**config.mk**
```make
export PLATFORM = sky130hd
export DESIGN_NAME = switch_conditioner
export DESIGN_NICKNAME = d
export VERILOG_FILES = /design/src/rtl/switch_conditioner.sv
export SDC_FILE = /design/constraint.sdc
export NUM_CORES = 1
export LEC_CHECK = 0
export CAP_MARGIN = 20
export CORE_ASPECT_RATIO = 1.4
export CORE_UTILIZATION = 30
export CTS_CLUSTER_DIAMETER = 120
export CTS_CLUSTER_SIZE = 12
export DETAILED_ROUTE_END_ITERATION = 16
export GPL_TIMING_DRIVEN = 0
export PLACE_DENSITY_LB_ADDON = 0.1
export SLEW_MARGIN = 30
export SYNTH_ARGS = -nofsm -noshare
export SYNTH_HDL_FRONTEND = slang
export SYNTH_SLANG_ARGS = --single-unit
export TNS_END_PERCENT = 1
```
**constraint.sdc**
```tcl
create_clock -name Clock -period 1.95 [get_ports Clock]
set_input_delay 0.39 -clock Clock [delete_from_list [all_inputs] [get_ports Clock]]
set_output_delay 0.39 -clock Clock [all_outputs]
set_load 0.1 [all_outputs]
```
**src/rtl/switch_conditioner.sv**
```systemverilog
// switch_conditioner: synchronise, debounce and handshake-capture
// an 8-bit switch bank plus a strobe switch for a processor port.
module switch_conditioner #(
  parameter int SYNC_STAGES     = 2,
  parameter int DEBOUNCE_CYCLES = 1000
) (
  input  logic       Clock,
  input  logic       nReset,
  input  logic [8:0] RawSW,
  output logic [8:0] SW,
  output logic       HsRise,
  output logic       DataStable
);

  localparam logic [15:0] CNT_LAST = 16'(DEBOUNCE_CYCLES - 1);

  typedef enum logic [1:0] {
    IDLE,
    CAPTURE,
    HELD
  } state_e;

  logic [8:0]  sync_q [SYNC_STAGES];
  logic [8:0]  sync_d [SYNC_STAGES];
  logic [7:0]  dat_s;
  logic        hs_s;
  logic [7:0]  dat_prev_q, dat_prev_d;
  logic        hs_prev_q, hs_prev_d;
  logic [15:0] dat_cnt_q, dat_cnt_d;
  logic [15:0] hs_cnt_q, hs_cnt_d;
  logic [7:0]  dat_acc_q, dat_acc_d;
  logic        hs_acc_q, hs_acc_d;
  state_e      state_q;
  logic [7:0]  sw_dat_q;
  logic        sw_hs_q;
  logic        hs_rise_q;

  assign dat_s = sync_q[SYNC_STAGES-1][7:0];
  assign hs_s  = sync_q[SYNC_STAGES-1][8];

  // Shift raw switches through the synchroniser chain
  always_comb begin
    sync_d[0] = RawSW;
    for (int i = 1; i < SYNC_STAGES; i++) begin
      sync_d[i] = sync_q[i-1];
    end
  end

  // Data group: count stable cycles of a new value, accept on the last
  always_comb begin
    dat_prev_d = dat_s;
    dat_cnt_d  = dat_cnt_q;
    dat_acc_d  = dat_acc_q;
    if (dat_s == dat_acc_q) begin
      dat_cnt_d = '0;
    end else if (dat_cnt_q != '0 && dat_s != dat_prev_q) begin
      dat_cnt_d = 16'd1;
    end else if (dat_cnt_q == CNT_LAST) begin
      dat_acc_d = dat_s;
      dat_cnt_d = '0;
    end else begin
      dat_cnt_d = dat_cnt_q + 16'd1;
    end
  end

  // Handshake bit: same filter with its own counter
  always_comb begin
    hs_prev_d = hs_s;
    hs_cnt_d  = hs_cnt_q;
    hs_acc_d  = hs_acc_q;
    if (hs_s == hs_acc_q) begin
      hs_cnt_d = '0;
    end else if (hs_cnt_q != '0 && hs_s != hs_prev_q) begin
      hs_cnt_d = 16'd1;
    end else if (hs_cnt_q == CNT_LAST) begin
      hs_acc_d = hs_s;
      hs_cnt_d = '0;
    end else begin
      hs_cnt_d = hs_cnt_q + 16'd1;
    end
  end

  // Synchroniser and debounce state registers
  always_ff @(posedge Clock) begin
    if (!nReset) begin
      for (int i = 0; i < SYNC_STAGES; i++) begin
        sync_q[i] <= '0;
      end
      dat_prev_q <= '0;
      hs_prev_q  <= 1'b0;
      dat_cnt_q  <= '0;
      hs_cnt_q   <= '0;
      dat_acc_q  <= '0;
      hs_acc_q   <= 1'b0;
    end else begin
      for (int i = 0; i < SYNC_STAGES; i++) begin
        sync_q[i] <= sync_d[i];
      end
      dat_prev_q <= dat_prev_d;
      hs_prev_q  <= hs_prev_d;
      dat_cnt_q  <= dat_cnt_d;
      hs_cnt_q   <= hs_cnt_d;
      dat_acc_q  <= dat_acc_d;
      hs_acc_q   <= hs_acc_d;
    end
  end

  // Capture FSM: track data while idle, freeze it on handshake press
  always_ff @(posedge Clock) begin
    if (!nReset) begin
      state_q   <= IDLE;
      sw_dat_q  <= '0;
      sw_hs_q   <= 1'b0;
      hs_rise_q <= 1'b0;
    end else begin
      sw_hs_q   <= hs_acc_q;
      hs_rise_q <= 1'b0;
      unique case (state_q)
        IDLE: begin
          sw_dat_q <= dat_acc_d;
          if (hs_acc_d && !hs_acc_q) begin
            state_q   <= CAPTURE;
            hs_rise_q <= 1'b1;
          end
        end
        CAPTURE: begin
          state_q <= HELD;
        end
        HELD: begin
          if (!hs_acc_q) begin
            state_q  <= IDLE;
            sw_dat_q <= dat_acc_d;
          end
        end
        default: begin
          state_q <= IDLE;
        end
      endcase
    end
  end

  assign SW         = {sw_hs_q, sw_dat_q};
  assign HsRise     = hs_rise_q;
  assign DataStable = (dat_cnt_q == '0) && (dat_s == dat_acc_q);

endmodule

```
==> results of run 1 <==
==> through the flow <==
stage | std cells | instance area, um2
finish | 514 | 4021
global route | 514 | 4021
CTS | 511 | 3879
detailed placement | 495 | 3565
global placement | 495 | 3565
floorplan | 336 | 3182
==> report_power, final <==
group	switching (uW)	internal [uW]	leakage, uW	total, uW
clock	621	1040	0.000143	1660
sequential	21.0	1660	0.000654	1680
combinational	141	111	0.000635	252
total	783	2820	0.00143	3600
==> state kept, by name (all words and copies together), names as in the netlist <==
register	flops
sw_dat_q	8
dat_acc_q	8
dat_cnt_q	16
hs_cnt_q	16
HsRise	1
sw_hs_q	1
hs_acc_q	1
sync_q	18
dat_prev_q	8
state_q	2
hs_prev_q	1
==> layer usage <==
metal  routed length [um]  part of all wire, %  up-vias
li1                     -                    -     1223
met1                 3140                   48     1107
met2                 3079                   47       28
met3                  190                  2.9       12
met4                  112                  1.7        0
met5                    0                    0        -
==> cell usage after synthesis, types with 2 or more instances <==
cell and instances:
sky130_fd_sc_hd__nand4_1 13, sky130_fd_sc_hd__nor3_1 5, sky130_fd_sc_hd__nand2_1 17, sky130_fd_sc_hd__o21ai_1 8, sky130_fd_sc_hd__and2_1 28, sky130_fd_sc_hd__ha_1 4, sky130_fd_sc_hd__o21ai_0 10, sky130_fd_sc_hd__nor4b_1 2
sky130_fd_sc_hd__nor2_1 41, sky130_fd_sc_hd__a21oi_1 9, sky130_fd_sc_hd__xor2_1 17, sky130_fd_sc_hd__nor4_1 5, sky130_fd_sc_hd__and3_1 7, sky130_fd_sc_hd__or4_1 2, sky130_fd_sc_hd__clkbuf_1 8, sky130_fd_sc_hd__inv_1 9
sky130_fd_sc_hd__nor2b_1 2, sky130_fd_sc_hd__a31oi_1 8, sky130_fd_sc_hd__nand3_1 14, sky130_fd_sc_hd__dfxtp_1 80, sky130_fd_sc_hd__xnor2_1 29
==> cell type report <==
type                            count  area, um2
Timing Repair Buffer               26      250.2
Clock buffer                       11      252.7
Inverter                            9      33.78
Fill cell                        1084       6329
Sequential cell                    80       1618
Buffer                              9      41.29
Tap cell                          138      172.7
Clock inverter                      3      42.54
Multi-Input combinational cell    238       1610
==> what timing repair did <==
item	in CTS	in global routing
pin swaps	3	12
gates resized for setup	22	40
buffers inserted	2	3
endpoints found under the setup margin	52	51
==> path summary, 6_finish.rpt <==
check,to,slack (ns),cells after the start,start
worst min-delay path,sync_q[0][15],0.43,1,sync_q[0][6]
worst max-delay path,DataStable,-0.11,5,sync_q[0][9]
worst min register to register,sync_q[0][15],0.43,1,sync_q[0][6]
worst max register to register,sw_dat_q[0],0.01,5,dat_cnt_q[13]
==> kinds of logic after synthesis <==
logic type,count (synthesis)
DFF,80
xor gates and xnor gates,46
and+or+nand+nor,145
muxes,2
AOI/OAI and AO/OA,41
buffers and inverters,18
adders and majority gates,4
==> flow_summary.json, run 1 <==
{
  "cts-buffers-inserted": 9,
  "routedWlPerCell_um": 12.69,
  "timing_worst_setup_path_type": "flop to output pin",
  "slowest_delay_ns": 0.34,
  "holdWs_ns": 0.4307,
  "clock_insertion_delay_worst_skew_ns": 0.33,
  "synth.net_count": 351,
  "grt-busiest-layer": "met2",
  "synthCells": 336,
  "grt_overflow": 0,
  "seq_area_frac_synth_pct": 50.45,
  "die_area_mm2": 0.01100,
  "fraction_of_synthesized_cell_area_in_xor_and_xnor_cells_pct": 12.69,
  "cts.hold.buffers_added": 0,
  "cp_slowest_cell": "sky130_fd_sc_hd__dfxtp_2",
  "synthFlopType": "sky130_fd_sc_hd__dfxtp_1",
  "path_cells": "xnor2_1, nand4_1, or2_4, nor2_4, buf_12",
  "die_w_um": 88.94,
  "worstHoldPathType": "flop to flop",
  "synth.top_cell.area_share_pct": 50.45,
  "final_util_pct": 38.85,
  "run_status": "complete, but fails checks",
  "fp.coreArea_mm2": 0.01035,
  "synth_enable_flop_cells": 0,
  "floorplan.initialDensity_pct": 30.67,
  "timing.final.crit_period_ns": 2.057,
  "synth.yosys.warnings": 0,
  "globalRouteTotalUtil_pct": 13.45,
  "placement_rows": 44,
  "max_freq_mhz": 486.2,
  "vias_in_the_first_global_route": 2302,
  "routed_wl_mm": 6.522,
  "grtUsageMet2_pct": 21.63,
  "die_height_um": 123.7,
  "worst-slew-pin-transition_ns": 0.9592,
  "cts.sinks": 80,
  "ctsLongestPathBuffers": 2,
  "synth.ff_latch_count": 80,
  "rsz_0062_raised_after_global_routing": "yes",
  "worst_ir_drop_vdd_uv": 401.7,
  "total_standard_cell_area_after_synthesis_mm2": 0.003174,
  "maxSlewHeadroom_pct": 36.30,
  "via_count": 2370,
  "final_min_period_over_clock_period_pct": 105.5,
  "port_buffers": 21,
  "critical_path_buffer_and_inverter_count": 1,
  "cp_startpoint_kind": "flop",
  "preCtsSetupSlack_ns": -0.8591,
  "power_per_standard_cell_area_mw_per_mm2": 895.1,
  "layout_commonest_cell": "sky130_fd_sc_hd__dfxtp_1",
  "netlist.top_cell.by_area": "sky130_fd_sc_hd__dfxtp_1",
  "drv.max_cap_violation_count": 0,
  "ant_nets": 0,
  "top_level_ports": 22,
  "grt_max_degree": 13,
  "nets": 388,
  "crit_required_ns": 1.56,
  "share_of_synthesized_flip_flops_with_an_asynchronous_set_or_reset_pct": 0,
  "globalRouteMet3Util_pct": 3.380,
  "post-route-worst-setup-slack_ns": -0.1068,
  "place_hpwl_mm": 4.570,
  "worst-path-max-fanout": 4,
  "synthSimpleGateAreaFrac_pct": 24.56,
  "worst_setup_hold_path_clk_slew_ns": 0.06,
  "global_route.usage.met1_pct": 16.89,
  "layout.cells.most_common_list": "sky130_fd_sc_hd__dfxtp_1, sky130_fd_sc_hd__nor2_1, sky130_fd_sc_hd__and2_1",
  "clock_root_buffer": "sky130_fd_sc_hd__clkbuf_16",
  "syn_area_per_cell_um2": 9.447,
  "post_synthesis_mux_area_share_pct": 0.6701,
  "worst_clock_skew_ns": 0.006153,
  "n_antenna_cell": 0,
  "first_pass_grt_wire_length_mm": 11.02,
  "post_synth_main_area_contributors": "sky130_fd_sc_hd__dfxtp_1, sky130_fd_sc_hd__xnor2_1, sky130_fd_sc_hd__and2_1",
  "report.final.setup_viol": 1,
  "critPathTopFamily": "simple AND/OR/NAND/NOR gates",
  "initial_antenna_violation_count": 0,
  "static-leakage-power_uw": 0.001433,
  "violations": "negative setup slack",
  "sum_of_negative_setup_slack_ns": -0.1068,
  "drive_gt1_share_pct": 15.16,
  "drt_drc_violations_left": 0,
  "setup.worst_path.end_class": "output pin",
  "critical_path_arrival_ns": 1.67,
  "average_vias_per_placed_instance": 4.611,
  "area.growth.synth_to_final_pct": 26.69,
  "synthAdderAreaFrac_pct": 1.577,
  "cts_htree_levels": 3,
  "final_gp_congestion": 0.7294,
  "number_of_drc_markers_in_iteration_0": 121,
  "final-max-slew-violation-count": 0,
  "main_combinational_cell_family_by_area_after_synthesis": "simple AND/OR/NAND/NOR gates",
  "tritoncts": "yes",
  "drt-pass1-iter-count": 4,
  "p_total_uw": 3599,
  "finalHoldViolCount": 0,
  "fraction_of_the_mapped_netlist_area_in_compound_gates_pct": 7.804,
  "synth_cell_types": 39
}
No activity file was read; power rests on OpenSTA's default activity.
==> inputs of run 2 (changes only) <==
CAP_MARGIN = 0   (was 20)
==> results of run 2 <==
The final DEF is identical to that of run 1; final timing and power are the same.
==> inputs of run 3 (changes only) <==
CELL_PAD_IN_SITES_DETAIL_PLACEMENT = 1   (was unset)
CELL_PAD_IN_SITES_GLOBAL_PLACEMENT = 2   (was unset)
CTS_CLUSTER_DIAMETER = unset   (was 120)
==> flow_summary.json, run 3 (same netlist as run 1, synthesis figures left out) <==
{
  "run_status": "complete, but fails checks",
  "violations": "negative setup slack",
  "worstHoldPathType": "flop to flop",
  "critical_path_arrival_ns": 1.62,
  "globalRouteMet3Util_pct": 2.452,
  "port_buffers": 21,
  "grt_max_degree": 17,
  "grt-busiest-layer": "met2",
  "switching_power_of_the_nets_uw": 923.2,
  "average_vias_per_placed_instance": 4.634,
  "floorplan.initialDensity_pct": 30.67,
  "cts-buffers-inserted": 9,
  "finalHoldViolCount": 0,
  "cts.hold.buffers_added": 0,
  "vias_in_the_first_global_route": 2404,
  "preCtsSetupSlack_ns": -0.8981,
  "ant_nets": 0,
  "top_register": "sync_q",
  "grtUsageMet2_pct": 23.80,
  "power.share.sequential_pct": 43.6,
  "final_gp_congestion": 0.7086,
  "switching_share_pct": 23.92,
  "path_cells": "xnor2_2, nand4_1, or2_4, nor2_4, buf_12",
  "layout_top_registers": "sync_q: 18 flops, dat_cnt_q: 16 flops, hs_cnt_q: 16 flops",
  "layout.cells.most_common_list": "sky130_fd_sc_hd__dfxtp_1, sky130_fd_sc_hd__nor2_1, sky130_fd_sc_hd__and2_1",
  "timing.final.crit_period_ns": 2.011,
  "global_route.usage.met1_pct": 17.43,
  "grt_overflow": 0,
  "drt-pass1-iter-count": 4,
  "power_per_standard_cell_area_mw_per_mm2": 930.4,
  "largest_reg_flops": 18,
  "place_hpwl_mm": 4.975,
  "number_of_drc_markers_in_iteration_0": 62,
  "fraction_of_power_consumed_by_the_clock_network_pct": 49.2,
  "die_w_um": 88.94,
  "maxSlewHeadroom_pct": 36.72,
  "setup.worst_path.end_class": "output pin",
  "tritoncts": "yes",
  "final-seq-area_mm2": 0.001632,
  "cts.sinks": 80,
  "worst_setup_hold_path_clk_slew_ns": 0.07,
  "nets": 391,
  "power_frac_comb_pct": 7.1,
  "die_area_mm2": 0.01100,
  "max_freq_mhz": 497.3,
  "globalRouteTotalUtil_pct": 14.36,
  "post-route-worst-setup-slack_ns": -0.06106,
  "via_count": 2405,
  "top_level_ports": 22,
  "final_util_pct": 40.09,
  "final-instance-count-excl-fill": 519,
  "rsz_0062_raised_after_global_routing": "yes",
  "report.final.setup_viol": 1,
  "fp.coreArea_mm2": 0.01035,
  "ctsLongestPathBuffers": 2,
  "first_pass_grt_wire_length_mm": 11.83,
  "cts_htree_levels": 3,
  "num-fill-cells": 1208,
  "final_min_period_over_clock_period_pct": 103.1,
  "p_total_uw": 3860,
  "timing_worst_setup_path_type": "flop to output pin",
  "worst-slew-pin-transition_ns": 0.9530,
  "worst_clock_skew_ns": 0.007467,
  "die_height_um": 123.7,
  "routedWlPerCell_um": 13.76,
  "placed_cells_incl_taps": 495,
  "routed_wl_mm": 7.140,
  "drive_gt1_share_pct": 19.95,
  "final-max-slew-violation-count": 0,
  "static-leakage-power_uw": 0.001485,
  "internal-power_uw": 2937,
  "drv.max_cap_violation_count": 0,
  "layout_commonest_cell": "sky130_fd_sc_hd__dfxtp_1",
  "initial_antenna_violation_count": 0,
  "drt_drc_violations_left": 0,
  "worst_ir_drop_vdd_uv": 404.5,
  "slowest_delay_ns": 0.40,
  "n_antenna_cell": 0,
  "worst-path-max-fanout": 3,
  "cp_slowest_cell": "sky130_fd_sc_hd__dfxtp_1",
  "crit_required_ns": 1.56,
  "multi_input_logic_area_mm2": 0.001654,
  "placement_rows": 44,
  "area.growth.synth_to_final_pct": 30.71,
  "cp_startpoint_kind": "flop",
  "clock_root_buffer": "sky130_fd_sc_hd__clkbuf_16",
  "clock_insertion_delay_worst_skew_ns": 0.34
}
-- run 3: worst paths after layout --
path	cells past startpoint	slack, ns	endpoint	startpoint
worst max-delay path	5	-0.06	DataStable	dat_acc_q[7]
worst min-delay path	1	0.43	sync_q[0][17]	sync_q[0][8]
worst max register to register	6	0.02	sw_dat_q[0]	dat_cnt_q[3]
worst min register to register	1	0.43	sync_q[0][17]	sync_q[0][8]
-- run 3: final cells by class --
type	count	share of cell area [%]
well taps	138	4.162
clock inverters	7	2.624
multi-input cells	238	39.87
clock buffers	9	5.428
plain buffers	9	1.176
repair buffers	29	6.544
flip-flops and latches	80	39.32
inverters	9	0.8745
-- run 3: power by group through the flow --
| stage | clock network (uW) | registers [uW] | logic, uW |
|---|---|---|---|
| after floorplan | 0 | 1710 | 142 |
| after global placement | 0 | 1720 | 212 |
| after detailed placement | 0 | 1720 | 213 |
| after CTS | 1960 | 1680 | 242 |
| after global routing | 2020 | 1690 | 304 |
| final | 1900 | 1680 | 276 |
-- run 3: per-stage QoR --
step,hold WS [ns],TNS [ns],area [um2]
after floorplan,0.4119,0,3182
after global placement,0.4151,-10.60,3565
after detailed placement,0.4217,-10.98,3565
after CTS,0.4379,-2.729,3943
after global routing,0.4624,-1.107,4149
final,0.4333,-0.06106,4149
-- run 3: worst max-delay path, delay by kind of cell, from the launching register on --
family	cells	cell delay, ns
DFF	1	0.40
and+or+nand+nor	3	0.57
buffers and inverters	1	0.18
xor gates and xnor gates	1	0.13
-- run 3: timing repair --
item                                    4_1_cts  5_1_grt
pin swaps                                     3       21
endpoints found under the setup margin       54       49
setup buffers                                 3        5
resized for setup                            30       51
-- run 3: routing by layer --
metal | share of wire, % | vias to the layer above
li1 | - | 1231
met3 | 2.4 | 11
met1 | 46 | 1135
met4 | 2.4 | 0
met2 | 50 | 28
met5 | 0 | -
